**config.mk**
```make
export PLATFORM = sky130hd
export DESIGN_NAME = hsst_ad_burst_ctrl
export DESIGN_NICKNAME = d
export VERILOG_FILES = /design/src/rtl/hsst_ad_burst_ctrl.sv
export SDC_FILE = /design/constraint.sdc
export NUM_CORES = 1
export LEC_CHECK = 0
export BUFFER_PORTS_ARGS = -buffer_cell sky130_fd_sc_hd__buf_2
export CAP_MARGIN = 15
export CORE_MARGIN = 3
export CORE_UTILIZATION = 28
export DETAILED_ROUTE_END_ITERATION = 16
export PLACE_DENSITY = 0.46
export SLEW_MARGIN = 20
export SYNTH_ARGS = -nofsm -noshare
export SYNTH_HDL_FRONTEND = slang
export SYNTH_SLANG_ARGS = --single-unit
```
**constraint.sdc**
```tcl
create_clock -name sys_clk -period 3.8 [get_ports sys_clk]
set_input_delay 0 -clock sys_clk [delete_from_list [all_inputs] [get_ports sys_clk]]
set_output_delay 0 -clock sys_clk [all_outputs]
set_load 0.02 [all_outputs]
```
**src/rtl/hsst_ad_burst_ctrl.sv**
```systemverilog
// Capture-FIFO burst sequencer: gates the rx write window, waits for full, drains one burst, idles, re-arms.
// Optional FILL watchdog enabled by defining HSST_AD_FILL_TIMEOUT_EN.
module hsst_ad_burst_ctrl #(
  parameter int BURST_LEN   = 256,
  parameter int CNT_W       = 9,
  parameter int GAP_CYC     = 16,
  parameter int TIMEOUT_CYC = 65535
) (
  input  logic        sys_clk,
  input  logic        rst_n,
  input  logic        enable,
  input  logic        start,
  input  logic        fifo_full,
  input  logic        fifo_empty,
  input  logic        err_clr,
  output logic        capture_en,
  output logic        fifo_rd_en,
  output logic        data_valid,
  output logic        burst_done,
  output logic [15:0] burst_cnt,
  output logic        busy,
  output logic        err_underflow,
  output logic        err_timeout
);

  localparam int GAP_W = (GAP_CYC > 1) ? $clog2(GAP_CYC) : 1;
  localparam logic [CNT_W-1:0] RD_LAST  = CNT_W'(BURST_LEN - 1);
  localparam logic [GAP_W-1:0] GAP_LAST = GAP_W'(GAP_CYC - 1);

  if ((2**CNT_W) <= BURST_LEN || GAP_CYC < 1 || TIMEOUT_CYC < 1 || TIMEOUT_CYC > 65535) begin : g_bad_param
    $error("hsst_ad_burst_ctrl: illegal parameter combination");
  end

  typedef enum logic [1:0] {IDLE, FILL, DRAIN, GAP} state_t;

  state_t           state_q, state_d;
  logic [CNT_W-1:0] rd_cnt_q, rd_cnt_d;
  logic [GAP_W-1:0] gap_cnt_q, gap_cnt_d;
  logic             by_en_q, by_en_d;
  logic             capture_en_q, capture_en_d;
  logic             fifo_rd_en_q, fifo_rd_en_d;
  logic             data_valid_q, data_valid_d;
  logic             burst_done_q, burst_done_d;
  logic [15:0]      burst_cnt_q, burst_cnt_d;
  logic             busy_q, busy_d;
  logic             err_underflow_q, err_underflow_d;
  logic             to_hit;

`ifdef HSST_AD_FILL_TIMEOUT_EN
  logic [15:0] wdog_q, wdog_d;
  logic        err_timeout_q, err_timeout_d;
  assign to_hit = (state_q == FILL) && !fifo_full && (wdog_q == 16'(TIMEOUT_CYC - 1));
`else
  assign to_hit = 1'b0;
`endif

  always_comb begin
    state_d   = state_q;
    rd_cnt_d  = rd_cnt_q;
    gap_cnt_d = gap_cnt_q;
    by_en_d   = by_en_q;
    case (state_q)
      IDLE: if (enable || start) begin
        state_d = FILL;
        // a start pulse makes the window single-shot even if enable is also high
        by_en_d = enable & ~start;
      end
      FILL: begin
        if (fifo_full) begin
          state_d  = DRAIN;
          rd_cnt_d = '0;
        end else if (to_hit) begin
          state_d   = GAP;
          gap_cnt_d = '0;
        end else if (by_en_q && !enable) begin
          state_d = IDLE;
        end
      end
      DRAIN: begin
        rd_cnt_d = rd_cnt_q + 1'b1;
        if (rd_cnt_q == RD_LAST) begin
          state_d   = GAP;
          gap_cnt_d = '0;
        end
      end
      GAP: begin
        gap_cnt_d = gap_cnt_q + 1'b1;
        if (gap_cnt_q == GAP_LAST) begin
          state_d = enable ? FILL : IDLE;
          by_en_d = 1'b1;
        end
      end
      default: state_d = IDLE;
    endcase

    // outputs are decoded from the next state so they register alongside it
    capture_en_d    = (state_d == FILL);
    fifo_rd_en_d    = (state_d == DRAIN);
    data_valid_d    = fifo_rd_en_q;
    burst_done_d    = (state_q == DRAIN) && (state_d == GAP);
    burst_cnt_d     = burst_cnt_q + 16'(burst_done_d);
    busy_d          = (state_d != IDLE);
    err_underflow_d = (fifo_rd_en_q & fifo_empty) | (err_underflow_q & ~err_clr);
  end

`ifdef HSST_AD_FILL_TIMEOUT_EN
  always_comb begin
    wdog_d        = ((state_q == FILL) && (state_d == FILL)) ? wdog_q + 16'd1 : 16'd0;
    err_timeout_d = to_hit | (err_timeout_q & ~err_clr);
  end

  always_ff @(posedge sys_clk or negedge rst_n) begin
    if (!rst_n) begin
      wdog_q        <= '0;
      err_timeout_q <= 1'b0;
    end else begin
      wdog_q        <= wdog_d;
      err_timeout_q <= err_timeout_d;
    end
  end

  assign err_timeout = err_timeout_q;
`else
  assign err_timeout = 1'b0;
`endif

  always_ff @(posedge sys_clk or negedge rst_n) begin
    if (!rst_n) begin
      state_q         <= IDLE;
      rd_cnt_q        <= '0;
      gap_cnt_q       <= '0;
      by_en_q         <= 1'b0;
      capture_en_q    <= 1'b0;
      fifo_rd_en_q    <= 1'b0;
      data_valid_q    <= 1'b0;
      burst_done_q    <= 1'b0;
      burst_cnt_q     <= '0;
      busy_q          <= 1'b0;
      err_underflow_q <= 1'b0;
    end else begin
      state_q         <= state_d;
      rd_cnt_q        <= rd_cnt_d;
      gap_cnt_q       <= gap_cnt_d;
      by_en_q         <= by_en_d;
      capture_en_q    <= capture_en_d;
      fifo_rd_en_q    <= fifo_rd_en_d;
      data_valid_q    <= data_valid_d;
      burst_done_q    <= burst_done_d;
      burst_cnt_q     <= burst_cnt_d;
      busy_q          <= busy_d;
      err_underflow_q <= err_underflow_d;
    end
  end

  assign capture_en    = capture_en_q;
  assign fifo_rd_en    = fifo_rd_en_q;
  assign data_valid    = data_valid_q;
  assign burst_done    = burst_done_q;
  assign burst_cnt     = burst_cnt_q;
  assign busy          = busy_q;
  assign err_underflow = err_underflow_q;

endmodule

```
Word level (Yosys, flattened, before mapping) --
Cells that the tools add are included.
Storage, ports and cells: bits in registers 38, bits of input ports 7
Operators by class: add/subtract/negate cells 3, equal/unequal tests 12, muxes and demuxes 14, bitwise operators 6, reductions and logical operators 12
Operators by type and width (number):
- one-hot mux 9 bit (2 select lines) | 1
- adder 16 x 1 -> 16 bit | 1
- two-way mux 2 bit | 5
- adder 9 x 1 -> 9 bit, second input constant | 1
- equality test 9 x 8 -> 1 bit, second input constant | 1
- two-way mux 9 bit | 1
- equality test 2 bit, second input constant | 4
- != test 2 bit, second input constant | 4
- one-hot mux 2 bit (4 select lines) | 1
- one-hot mux 4 bit (2 select lines) | 1
- nonzero test 2 bit | 4
- adder 4 x 1 -> 4 bit, second input constant | 1
- equality test 2 x 1 -> 1 bit, second input constant | 2
- equality test 4 bit, second input constant | 1
- two-way mux 4 bit | 1
- AND reduction 2 bit | 2
- AND 1 bit | 3
- two-way mux 1 bit | 3
- AND reduction 3 bit | 1
- logical AND 1 bit | 2
- logical NOT 2 bit | 1
- inverter 1 bit | 2
- one-hot mux 1 bit (2 select lines) | 1
- logical NOT 1 bit | 1
- 2 further kinds | 2

Longest topological paths before layout --
Gate-level depths: netlist (run 1).
depth in word-level cells 8, gate-level depth with buffers 11, gate-level depth less buffers 11

Worst setup path after synthesis (run 1) --
No wires, ideal clock.
path kind flip-flop to flip-flop, start point register rd_cnt_q[0], end point register burst_cnt_q[12] (netlist: burst_cnt[12]), library setup time 133 ps, data arrival time 2320 ps, data required time 3667 ps, setup slack 1347 ps, stages on the path, launching flop included 12, path buffers 0, clock period less this slack 2453 ps, cells stage by stage dfrtp_1 -> ha_1 -> and3_1 -> and3_1 -> and3_1 -> ha_1 -> and2_1 -> ha_1 -> ha_1 -> nand3_1 -> nor3_1 -> xor2_1
Between the ends: word-level cells in the longest chain between the ends 6
RTL lines:
- start, declared | RTL line 37 | logic [CNT_W-1:0] rd_cnt_q, rd_cnt_d;
- start signal, assigned | RTL line 142 | rd_cnt_q <= rd_cnt_d;
- equality test 9 x 8 -> 1 bit | RTL line 81 | if (rd_cnt_q == RD_LAST) begin
- two-way mux 2 bit | RTL line 81
- one-hot mux 2 bit (4 select lines) | RTL line 62 | case (state_q)
- equality test 2 bit | RTL line 100 | burst_done_d = (state_q == DRAIN) && (state_d == GAP);
- logical AND 1 bit | RTL line 100
- via burst_done_d | RTL line 43 | logic burst_done_q, burst_done_d;
- adder 16 x 1 -> 16 bit | RTL line 101 | burst_cnt_d = burst_cnt_q + 16'(burst_done_d);
- via burst_cnt_d[12] | RTL line 44 | logic [15:0] burst_cnt_q, burst_cnt_d;
- end signal, assigned | RTL line 149 | burst_cnt_q <= burst_cnt_d;
- end, declared | RTL line 44
The timed path passes the listed nets, and every way through them passes these cells. A chain may end at the register's enable or synchronous reset.

Worst setup path in the final report (run 1) --
Same ends and word-level chain as after synthesis.

==> results of run 1 <==
==> worst max-delay path, cell delays in order (launching register included) <==
cell     delay [ns]
dfrtp_1        0.42
ha_1           0.20
and3_1         0.19
and3_1         0.20
and3_1         0.16
ha_1           0.18
and2_1         0.15
ha_1           0.21
ha_1           0.23
nand3_1        0.21
nor3_1         0.27
xor2_1         0.16
==> registers in the layout, indices dropped and copies added (netlist names) <==
| register | flops |
|---|---|
| burst_cnt | 16 |
| fifo_rd_en | 1 |
| by_en_q | 1 |
| burst_done | 1 |
| gap_cnt_q | 4 |
| busy | 1 |
| state_q | 2 |
| rd_cnt_q | 9 |
| err_underflow | 1 |
| data_valid | 1 |
| capture_en | 1 |
==> how the worst max path moves through the flow <==
stage	to	slack (ns)
floorplan	burst_cnt[12]$_DFF_PN0_	1.35
global placement	burst_cnt[12]$_DFF_PN0_	1.19
detailed placement	burst_cnt[12]$_DFF_PN0_	1.13
CTS	burst_cnt[12]$_DFF_PN0_	1.11
global route	burst_cnt[12]$_DFF_PN0_	0.86
finish	burst_cnt[12]$_DFF_PN0_	1.14
==> placed cells by master, fill, tap and decap left out, types with 6 or more instances in the layout <==
| master | instances |
|---|---|
| nand3_1 | 12 |
| xor2_1 | 6 |
| dfrtp_1 | 38 |
| inv_1 | 7 |
| o21ai_0 | 15 |
| xnor2_1 | 9 |
| and3_1 | 7 |
| nand2_1 | 15 |
| nor2_1 | 9 |
| buf_2 | 28 |
==> cell type report <==
cell class | instances | area share
clock buffer | 5 | 0.0330
clock inverter | 3 | 0.0192
inverter | 7 | 0.0126
multi-input combinational | 113 | 0.347
sequential | 38 | 0.456
tap | 75 | 0.0450
timing repair buffer | 32 | 0.0865
==> synth_stat cells (2+ instances only) <==
cell      count
nor2_1        9
xnor2_1       9
and2_1        2
a21oi_1       4
o21ai_0      15
a22o_1        2
nand3_1      12
nand4_1       4
and3_1        7
nand2_1      15
dfrtp_1      38
a31oi_1       2
buf_4         2
o21bai_1      2
nor3_1        3
inv_1         7
xor2_1        6
buf_6         2
ha_1          5
==> cells by family after synthesis <==
| kind of cell | Yosys count | synth area share |
|---|---|---|
| adder cells (fa/ha/maj) | 5 | 0.0360 |
| multiplexers | 1 | 0.00576 |
| AO/OA/AOI/OAI | 30 | 0.109 |
| other | 1 | 0.00216 |
| AND/OR/NAND/NOR | 61 | 0.187 |
| XOR/XNOR | 15 | 0.0756 |
| flip-flops | 38 | 0.547 |
| buffers and inverters | 11 | 0.0367 |
==> power breakdown <==
group / total (mW) / internal, mW / leakage, nW / switching (mW)
Combinational: 0.355 / 0.153 / 0.485 / 0.202
Sequential: 0.581 / 0.490 / 0.498 / 0.0910
Clock: 0.337 / 0.193 / 0.0579 / 0.143
==> metal layers <==
metal / up-vias / track usage / part of all wire
met5: - / 0 / 0
met4: 0 / 0.0302 / 0.0085
met3: 2 / 0.0334 / 0.050
met2: 28 / 0.162 / 0.46
met1: 604 / 0.132 / 0.48
li1: 633 / - / -
==> per-stage QoR <==
step                hold slack (ns)  instances  area (µm²)  setup WS, ns  total power, mW
floorplan                    -0.296        162        1740          1.35            0.864
global placement              0.168        261        1930          1.19            0.944
detailed placement            0.179        261        1930          1.13            0.942
CTS                          0.0872        273        2080          1.11             1.30
global route                  0.100        273        2080         0.857             1.38
finish                       0.0962        273        2080          1.14             1.27
==> flow_summary.toml, run 1 <==
[die]
die-area_mm2 = 0.00719
ios = 30
die_h_um = 84.8
initial_core_util = 0.292
die_x_um = 84.8
core_area_mm2 = 0.00596
row_count = 28

[grt]
grt_max_degree = 39
antenna_found_initial = 0
grt_pass1_wl_um = 5840
grt_usage = 0.102
grt_pass1_vias = 1248
grt_overflow = 0

[worst_setup_path]
worstSetupEndpointType = "flip-flop"
worst-path-max-fanout = 6
crit_start = "rd_cnt_q[0]$_DFFE_PN0P_"
reg2reg_depth = 11
required_ns = 4.01
reg2reg_slack_ns = 1.14
arrival_ns = 2.87
crit_type = "reg -> reg"
worst_r2r_endpoint = "burst_cnt[12]$_DFF_PN0_"
r2r-start = "rd_cnt_q[0]$_DFFE_PN0P_"
crit_path_start_kind = "flip-flop"

[routing]
drc = 0
wirelength_um = 3410
viasPerCell = 4.64
postRouteAntennaNets = 0
wl_per_cell_um = 12.5
via_count = 1267
first_pass_iters = 4
drt_iter0_drc = 63

[hold_path]
hold-path-cell-count = 3
hp-class = "in -> reg"
min_to = "state_q[0]$_DFF_PN0_"
hold_start = "enable"

[clocking]
clockBufferDepth = 2
post_cts_resize_count = 0
tritoncts = "done"
postCtsSetupBuffers = 0
cts_root_buf = "clkbuf_8"
cts.sinks = 38
path_clk_slew_ns = 0.08
clock_latency_ns = 0.28
ctsHoldBuffers = 4
h-tree-depth = 2
cts_buffers = 5

[timing]
setup_tns_ns = 0
setup_viol = 0
hold_violations = 0
period_minus_slack_ns = 2.66
max_slew_margin = 0.431
maxSlewViolCount = 0
tightest_slew_ns = 0.853
fin_skew_ns = 0.00610
max_freq_mhz = 375
rsz0062_at_grt = "no"
post-route-period-util = 0.701

[place]
io_buffers = 28
dpl.hpwl_um = 2390
routabilityCongestion = 0.772

[finish]
fill_cells = 618
utilization = 0.350
diodes = 0
multiInputGateArea_um2 = 723
area_delta_synth_final_pct = 19.9
drive_gt1_frac = 0.207
nNetsFinal = 209
register_area_um2 = 951

[synthesis]
syn_avg_cell_area_um2 = 10.7
synth-seq-area-share = 0.547
syn_inst = 162
ys_top_cells_by_area = "dfrtp_1 (55%), xnor2_1 (4.5%), o21ai_0 (4.3%), ha_1 (3.6%), nand3_1 (3.5%)"
synth_nets = 174
synth_edf_count = 0
synth_warnings = 0
synth_top_area_cell = "dfrtp_1"
synth_seq_cells = 38
async_flop_share = 1.00
syn-cell-area_mm2 = 0.00174
synth_cell_type_count = 35
netlist.area_leader.share = 0.547
ys.flop_type = "dfrtp_1"

[power]
leakagePower_nw = 1.04
power_density_mw_per_mm2 = 611
peakVddDrop_v = 0.000371

[outcome]
outcome = "completed"

[job]
maxCapViolCount = 0
Note: power is estimated with default switching activity, not from simulation.
==> inputs of run 2 (changes only) <==
==> constraint.sdc (replaced) <==
create_clock -name sys_clk -period 2.65 [get_ports sys_clk]
set_input_delay 0 -clock sys_clk [delete_from_list [all_inputs] [get_ports sys_clk]]
set_output_delay 0 -clock sys_clk [all_outputs]
set_load 0.02 [all_outputs]
==> run 2 against run 1 <==
Setup slack lost 0.93 ns; design area grew 2.2%; clock power grew 19%; die area is the same; flip-flop and latch count is the same; via count grew 0.55%; hold slack gained 0.0059 ns; critical path type unchanged; clock-buffer cell count grew 2; critical path depth is the same; routed wire length grew 1.9%.
==> flow_summary.toml, run 2 (synthesis gave the netlist of run 1 again) <==
[die]
die_h_um = 84.8
ios = 30
die-area_mm2 = 0.00719
die_x_um = 84.8
row_count = 28
initial_core_util = 0.292
core_area_mm2 = 0.00596

[clocking]
cts.sinks = 38
path_clk_slew_ns = 0.08
tritoncts = "done"
clock_latency_ns = 0.28
cts_root_buf = "clkbuf_8"
h-tree-depth = 2
cts_buffers = 5
postCtsSetupBuffers = 0
clockBufferDepth = 2

[power]
peakVddDrop_v = 0.000516
power_density_mw_per_mm2 = 843
leakagePower_nw = 1.06

[finish]
largest_reg_flops = 16
area_delta_synth_final_pct = 22.5
final_cell_mix = "dfrtp_1 (38), buf_2 (28), o21ai_0 (15), nand2_1 (15), nand3_1 (11)"
nNetsFinal = 213
drive_gt1_frac = 0.252
diodes = 0
fin_area_mm2 = 0.00213
final_common_cell = "dfrtp_1"
utilization = 0.358

[routing]
postRouteAntennaNets = 0
wl_per_cell_um = 12.5
drc = 0
drt_iter0_drc = 44
wirelength_um = 3480
via_count = 1274
first_pass_iters = 4
viasPerCell = 4.60

[timing]
period_minus_slack_ns = 2.45
max_slew_margin = 0.432
maxSlewViolCount = 0
fin_skew_ns = 0.00982
post-route-period-util = 0.923
hold_violations = 0
setup_tns_ns = 0
tightest_slew_ns = 0.852
setup_viol = 0
max_freq_mhz = 409

[worst_setup_path]
critPathMostFrequentCell = "and3_1"
required_ns = 2.86
worst-path-max-fanout = 5
slowest_stage = "dfrtp_1"
crit_type = "reg -> reg"
arrival_ns = 2.66
crit_path_start_kind = "flip-flop"
worstSetupEndpointType = "flip-flop"
slowest_delay_ns = 0.35
crit_chain = "ha_1 > and3_1 > and3_1 > and3_1 > ha_1 > and2_1 > ha_2 > ha_2 > nand3_2 > nor3_2 > xor2_1"

[place]
routabilityCongestion = 0.736
dpl.hpwl_um = 2420
placed_area_mm2 = 0.00196
io_buffers = 28

[grt]
grt_pass1_vias = 1303
grt_overflow = 0
grt_pass1_wl_um = 6150
grt_usage = 0.107
grt_max_degree = 39
antenna_found_initial = 0

[outcome]
outcome = "completed"

[hold_path]
hp-class = "in -> reg"

[job]
maxCapViolCount = 0
[run 2: cell types whose count changed in the layout (fill, tap and decap cells not counted), sizes merged]
| cell | delta |
|---|---|
| buf | +4 |
| clkbuf | +2 |
| bufinv | -1 |
| clkinv | -1 |
[run 2: final cells by class]
type	instances	area [µm²]
Clock inverter	1	5.00
Inverter	7	26.3
Multi-Input combinational cell	113	757
Timing Repair Buffer	36	210
Sequential cell	38	951
Fill cell	625	3830
Clock buffer	7	86.3
Tap cell	75	93.8
[run 2: worst max-delay path: cells and delay by family, from the launching register on]
| family | cells | cell delay [ns] |
|---|---|---|
| xor gates and xnor gates | 1 | 0.16 |
| adders and majority gates | 4 | 0.78 |
| DFF | 1 | 0.35 |
| and+or+nand+nor | 6 | 1.09 |
[run 2: power by group]
| part | internal (mW) | total, mW | switching, mW |
|---|---|---|---|
| Clock | 0.210 | 0.401 | 0.191 |
| Combinational | 0.255 | 0.602 | 0.347 |
| Sequential | 0.703 | 0.792 | 0.0893 |
| Total | 1.17 | 1.79 | 0.627 |
[run 2: through the flow]
stage / power (mW) / worst slack (ns) / hold WS [ns] / std cells
after floorplan: 1.24 / 0.197 / -0.296 / 162
after global routing: 1.95 / -0.0135 / 0.140 / 277
after global placement: 1.40 / 0.129 / 0.169 / 265
final: 1.79 / 0.204 / 0.102 / 277
after CTS: 1.83 / 0.0599 / 0.0931 / 277
after detailed placement: 1.40 / 0.0619 / 0.171 / 265
[run 2: final timing paths]
check / to / depth (start not counted) / start / slack, ns
max reg2reg: burst_cnt[12]$_DFF_PN0_ / 11 / rd_cnt_q[1]$_DFFE_PN0P_ / 0.20
max in group asynchronous: rd_cnt_q[7]$_DFFE_PN0P_ / 2 / rst_n / 1.75
min in group asynchronous: burst_cnt[5]$_DFF_PN0_ / 2 / rst_n / 0.35
max: burst_cnt[12]$_DFF_PN0_ / 11 / rd_cnt_q[1]$_DFFE_PN0P_ / 0.20
min: by_en_q$_DFFE_PN0P_ / 3 / enable / 0.10
min reg2reg: data_valid$_DFF_PN0_ / 0 / fifo_rd_en$_DFF_PN0_ / 0.39
[run 2: routing by layer]
layer,GRT usage,share of wire
met1,0.144,0.49
met2,0.163,0.46
met3,0.0275,0.044
met4,0.0432,0.0086
met5,0,0
[run 2: what timing repair did]
action                     CTS  global route
gates resized for setup      0             8
hold buffers                 4             0
hold endpoints to repair    40             0
setup endpoints to repair    0             7
